**src/rtl/dataframe_stream_arbiter.sv**
```systemverilog
// Frame-level round-robin arbiter merging N_CH AXI-Stream dataframe sources into one
// stream, with source tagging on TUSER, a frame counter and a beat-count watchdog.
module dataframe_stream_arbiter #(
  parameter int N_CH            = 4,
  parameter int DATA_WIDTH      = 128,
  parameter int MAX_FRAME_BEATS = 1040,
  parameter int CH_W            = $clog2(N_CH)
) (
  input  logic                         ACLK,
  input  logic                         ARESETN,
  input  logic [N_CH-1:0]              CH_ENABLE,
  input  logic [N_CH*DATA_WIDTH-1:0]   S_AXIS_TDATA,
  input  logic [N_CH-1:0]              S_AXIS_TVALID,
  input  logic [N_CH-1:0]              S_AXIS_TLAST,
  output logic [N_CH-1:0]              S_AXIS_TREADY,
  output logic [DATA_WIDTH-1:0]        M_AXIS_TDATA,
  output logic                         M_AXIS_TVALID,
  output logic                         M_AXIS_TLAST,
  output logic [CH_W-1:0]              M_AXIS_TUSER,
  input  logic                         M_AXIS_TREADY,
  output logic [31:0]                  FRAME_COUNT,
  output logic                         ARB_ERROR
);

  typedef enum logic [1:0] {IDLE, XFER, DRAIN} state_t;

  localparam logic [15:0]     WD_LIMIT = 16'(MAX_FRAME_BEATS - 1);
  localparam logic [CH_W-1:0] LAST_CH  = CH_W'(N_CH - 1);

  state_t            state_reg;
  logic [CH_W-1:0]   grant_reg;
  logic [CH_W-1:0]   last_grant_reg;
  logic [15:0]       beat_cnt_reg;
  logic [31:0]       frame_count_reg;
  logic              arb_error_reg;

  logic [DATA_WIDTH-1:0] ch_data [N_CH];
  logic [N_CH-1:0]       req;
  logic                  arb_found;
  logic [CH_W-1:0]       arb_pick;
  int                    arb_idx;
  logic                  src_valid;
  logic                  src_last;
  logic                  wd_hit;
  logic                  beat;

  genvar gi;
  generate
    for (gi = 0; gi < N_CH; gi++) begin : g_ch
      assign ch_data[gi] = S_AXIS_TDATA[gi*DATA_WIDTH +: DATA_WIDTH];
      // Ready follows downstream while forwarding, and is forced high while discarding
      assign S_AXIS_TREADY[gi] = (grant_reg == CH_W'(gi)) &&
                                 (((state_reg == XFER) && M_AXIS_TREADY) || (state_reg == DRAIN));
    end
  endgenerate

  assign req = S_AXIS_TVALID & CH_ENABLE;

  // Rotating priority search starting just after the previous winner
  always_comb begin
    arb_found = 1'b0;
    arb_pick  = '0;
    arb_idx   = 0;
    for (int k = 1; k <= N_CH; k++) begin
      arb_idx = (int'(last_grant_reg) + k) % N_CH;
      if (!arb_found && req[arb_idx[CH_W-1:0]]) begin
        arb_found = 1'b1;
        arb_pick  = CH_W'(arb_idx);
      end
    end
  end

  assign src_valid = S_AXIS_TVALID[grant_reg];
  assign src_last  = S_AXIS_TLAST[grant_reg];
  assign wd_hit    = (beat_cnt_reg == WD_LIMIT);
  assign beat      = (state_reg == XFER) && src_valid && M_AXIS_TREADY;

  always_comb begin
    M_AXIS_TDATA  = '0;
    M_AXIS_TVALID = 1'b0;
    M_AXIS_TLAST  = 1'b0;
    M_AXIS_TUSER  = '0;
    if (state_reg == XFER) begin
      M_AXIS_TDATA  = ch_data[grant_reg];
      M_AXIS_TVALID = src_valid;
      M_AXIS_TLAST  = src_last | wd_hit;
      M_AXIS_TUSER  = grant_reg;
    end
  end

  always_ff @(posedge ACLK or negedge ARESETN) begin
    if (!ARESETN) begin
      state_reg       <= IDLE;
      grant_reg       <= '0;
      last_grant_reg  <= LAST_CH;
      beat_cnt_reg    <= '0;
      frame_count_reg <= '0;
      arb_error_reg   <= 1'b0;
    end else begin
      case (state_reg)
        IDLE: begin
          beat_cnt_reg <= '0;
          if (arb_found) begin
            grant_reg <= arb_pick;
            state_reg <= XFER;
          end
        end
        XFER: begin
          if (beat) begin
            beat_cnt_reg <= beat_cnt_reg + 16'd1;
            if (src_last) begin
              last_grant_reg  <= grant_reg;
              frame_count_reg <= frame_count_reg + 32'd1;
              state_reg       <= IDLE;
            end else if (wd_hit) begin
              // Runaway frame: close it on M and swallow the remainder of the source frame
              arb_error_reg   <= 1'b1;
              last_grant_reg  <= grant_reg;
              frame_count_reg <= frame_count_reg + 32'd1;
              state_reg       <= DRAIN;
            end
          end
        end
        DRAIN: begin
          if (src_valid && src_last) state_reg <= IDLE;
        end
        default: state_reg <= IDLE;
      endcase
    end
  end

  assign FRAME_COUNT = frame_count_reg;
  assign ARB_ERROR   = arb_error_reg;

endmodule

```
**config.mk**
```make
export PLATFORM = sky130hd
export DESIGN_NAME = dataframe_stream_arbiter
export DESIGN_NICKNAME = d
export VERILOG_FILES = /design/src/rtl/dataframe_stream_arbiter.sv
export SDC_FILE = /design/constraint.sdc
export NUM_CORES = 1
export LEC_CHECK = 0
export ABC_AREA = 1
export CAP_MARGIN = 20
export CORE_AREA = 2 2 273 275
export CTS_BUF_LIST = sky130_fd_sc_hd__clkbuf_8
export DETAILED_ROUTE_END_ITERATION = 16
export DIE_AREA = 0 0 275 277
export SYNTH_ARGS = -nofsm -noshare
export SYNTH_HDL_FRONTEND = slang
export SYNTH_SLANG_ARGS = --single-unit
```
**constraint.sdc**
```tcl
create_clock -name ACLK -period 1.5 [get_ports ACLK]
set_input_delay 0.15 -clock ACLK [delete_from_list [all_inputs] [get_ports ACLK]]
set_output_delay 0.15 -clock ACLK [all_outputs]
set_load 0.01 [all_outputs]
```
==> key figures <==
Critical path
  • Worst-path cell chain: inv_2 -> nor2_4 -> buf_12 -> buf_16 -> buf_12 -> a22oi_2 -> a31oi_1 -> dlygate4sd2_1
  • Max FO, Critical Path: 12
  • Setup crit end kind: primary output
  • Critical path arrival: between 2 and 2.5 ns
  • CP peak stage delay: approximately 0.5 ns
  • Crit-path most repeated cell: buf_12
  • Req. time, crit path: between 1 and 1.5 ns
  • Type of origin of the critical path: flop
  • Crit path kind: flop to primary output
  • Crit-path slowest cell: dfrtp_2

Route
  • Drt pass-1 iters: 6
  • Initial DRC count: about 900
  • Routed WL: a little under 90,000 µm
  • Antenna Nets Post-Route: 0
  • Vias: 12,700
  • Post-DR vias/cell: about 4.3
  • DRC viols: 0
  • Routed wire per std cell: 29.4 µm

Global routing
  • Vias in the first global route: 12,200
  • First-pass GRT wire length: 110,000 µm
  • Total GRT Usage: 21.5%
  • Grt total ovfl: 0
  • Initial antenna violation count: roughly 130
  • Largest net degree at the start of global routing: 56

Final layout
  • Share of cells above drive strength 1: between 20 and 25%
  • Largest register FFs: 32
  • NumNets Final: around 2,500
  • Fin util: roughly 23%
  • Non-Filler Instances: 2,978
  • Area grow syn2layout: 148%

Yosys
  • Post-Syn Instances: 1,140
  • FF+latch count, synth: 55
  • Number of synthesized flops with an enable pin: 0
  • Top_reg_cell synth: dfrtp_1
  • Netlist cell types: 33
  • Most common cell in the netlist: nand2_1
  • Asr flop ratio synth: 100%
  • Share of the synthesized area in the top cell type: between 20% and 30%
  • Synth top area cells: nand2_1, dfrtp_1, a22oi_1
  • Syn. warnings: 0
  • Post-synth top area cell: nand2_1
  • Netlist Area Pre-Place: between 6000 and 7000 µm²
  • Syn Area/Cell: about 6 µm²
  • Syn Nets: ~1,700
  • Most frequent cells after synthesis: nand2_1, a31oi_1, a22oi_1, buf_2, nor2_1
  • Seq/Total Area, Yosys: 20.4%

Placed design
  • Port Buffer Count: between 600 and 700
  • Routability cong.: 0.942
  • Cells after DPL: ~2,900
  • DP Wirelength: about 77,000 µm

Clock tree
  • Num CTS Buffers: 5
  • CTS Root Cell: clkbuf_8
  • H-Tree Depth: 2
  • Worst-path clk slew: ~0.11 ns
  • TritonCTS clock tree: built
  • Worst skew pair latency: 0.33 ns
  • Sink Count: 55
  • Maximum root-to-sink buffer count: 2

Timing
  • Final setup vio count: around 220
  • Fin crit period: around 2.2 ns
  • Slew @ Worst Pin: around 0.37 ns
  • Post-route clock period utilization: 148%
  • Hold Vio Cnt, Final: 0
  • Slew Limit Fails: 0
  • Fmax: approximately 0.45 GHz
  • Hold_ws: approximately 0.34 ns
  • Worst setup margin: -0.719 ns
  • Clock Skew: ~0.012 ns
  • Slew Limit Headroom: between 70 and 80%
  • RSZ-0062 raised after global routing: true

Run
  • Maxcap violations: 0

Power and ir drop
  • Peak supply drop: 835 µV
  • Pleak: about 6.7 nW
  • Pwr per Cell Area: ~1300 nW/µm²

Status
  • Status: finished, violations left
  • Failing checks: setup timing

Die
  • Ports: about 700
  • Core ar.: between 70,000 and 80,000 µm²
  • Initial Util: under 10%
  • Die Span Y: 277 µm
  • Die area: between 70,000 and 80,000 µm²
  • Row count: 100
  • Chip width: approximately 280 µm

Min path
  • Worst hold path type: input pin to asynchronous set/reset pin
## worst paths after layout
kind	slack, ns	start	depth (start not counted)	to
worst max-delay path	-0.72	grant_reg[0]	8	M_AXIS_TDATA[16]
worst min-delay path	0.34	ARESETN	3	FRAME_COUNT[0]
worst max register to register	-0.53	grant_reg[0]	12	FRAME_COUNT[2]
worst min register to register	0.55	ARB_ERROR	2	ARB_ERROR
max in group asynchronous	0.85	ARESETN	3	last_grant_reg[0]
min in group ACLK	0.55	ARB_ERROR	2	ARB_ERROR
## final cells by class
type                    count  area, µm²
well taps                 969       1210
clock buffers               5       68.8
multi-input cells         945       5060
diodes                     40        100
repair buffers            900       8600
repair inverters            1       16.3
fillers                  8293      56800
flip-flops and latches     55       1380
clock inverters             3       37.5
inverters                  60        254
## per-layer routing
layer	global-route usage [%]	share of wire, %
met4	7.04	3.3
met1	23.1	36
met5	0	0.74
met3	14.2	15
met2	33.7	44
## repair_timing
action	4_1_cts	5_1_grt
pin swaps	7	20
buffers inserted	3	7
endpoints found under the setup margin	217	222
gates resized for setup	298	231
hold buffers	1	0
hold endpoints to repair	53	0
cloned	2	5
## where the power goes
group	leakage [nW]	switching, mW	internal [mW]	total (mW)
sequential	0.730	0.280	1.73	2.01
combinational	5.86	9.84	8.39	18.2
clock	0.0610	0.551	0.489	1.04
## worst max-delay path: cells and delay by family (launching register included)
family / cells / cell delay (ns)
AND/OR/NAND/NOR: 1 / 0.04
buffers and inverters: 5 / 0.87
flip-flops: 1 / 0.50
AO/OA/AOI/OAI: 2 / 0.30
## layout by cell type (no fill, tap or decap), drive strengths merged
cell type      instances
clkdlybuf4s15         24
diode                 40
clkdlybuf4s50        560
bufinv                 1
nand2                476
nor3                  25
nor2                  65
dlymetal6s2s          12
o31ai                  1
and3                   1
clkinv                 1
bufbuf                 2
ha                     2
xnor2                  7
nand3                 33
dfrtp                 53
buf                  261
o21ai                 32
xor2                  15
a21o                   1
a21oi                  8
a21boi                 1
a22oi                128
nand3b                 4
dlygate4sd2            2
clkbuf                43
dlygate4sd3            1
a31oi                129
inv                   62
nand4                 15
o22ai                  2
dfstp                  2
## stage by stage
stage	area [µm²]	power (mW)	setup TNS, ns	setup WS [ns]
floorplan	6830	9.43	-1.34	-0.0525
global placement	16200	19.6	-101.24	-0.814
detailed placement	16200	19.7	-103.72	-0.826
CTS	16600	20.8	-121.57	-0.920
global route	16700	22.4	-117.27	-0.778
finish	16700	21.3	-99.28	-0.719
## cells by family after synthesis
| kind of cell | after synthesis | share of synthesized area [%] |
|---|---|---|
| AND/OR/NAND/NOR | 619 | 37.4 |
| AO/OA/AOI/OAI | 302 | 29.6 |
| buffers and inverters | 140 | 9.39 |
| flip-flops | 55 | 20.4 |
| XOR/XNOR | 22 | 2.85 |
| adder cells (fa/ha/maj) | 2 | 0.370 |
Power figures use the tool's default switching activity.
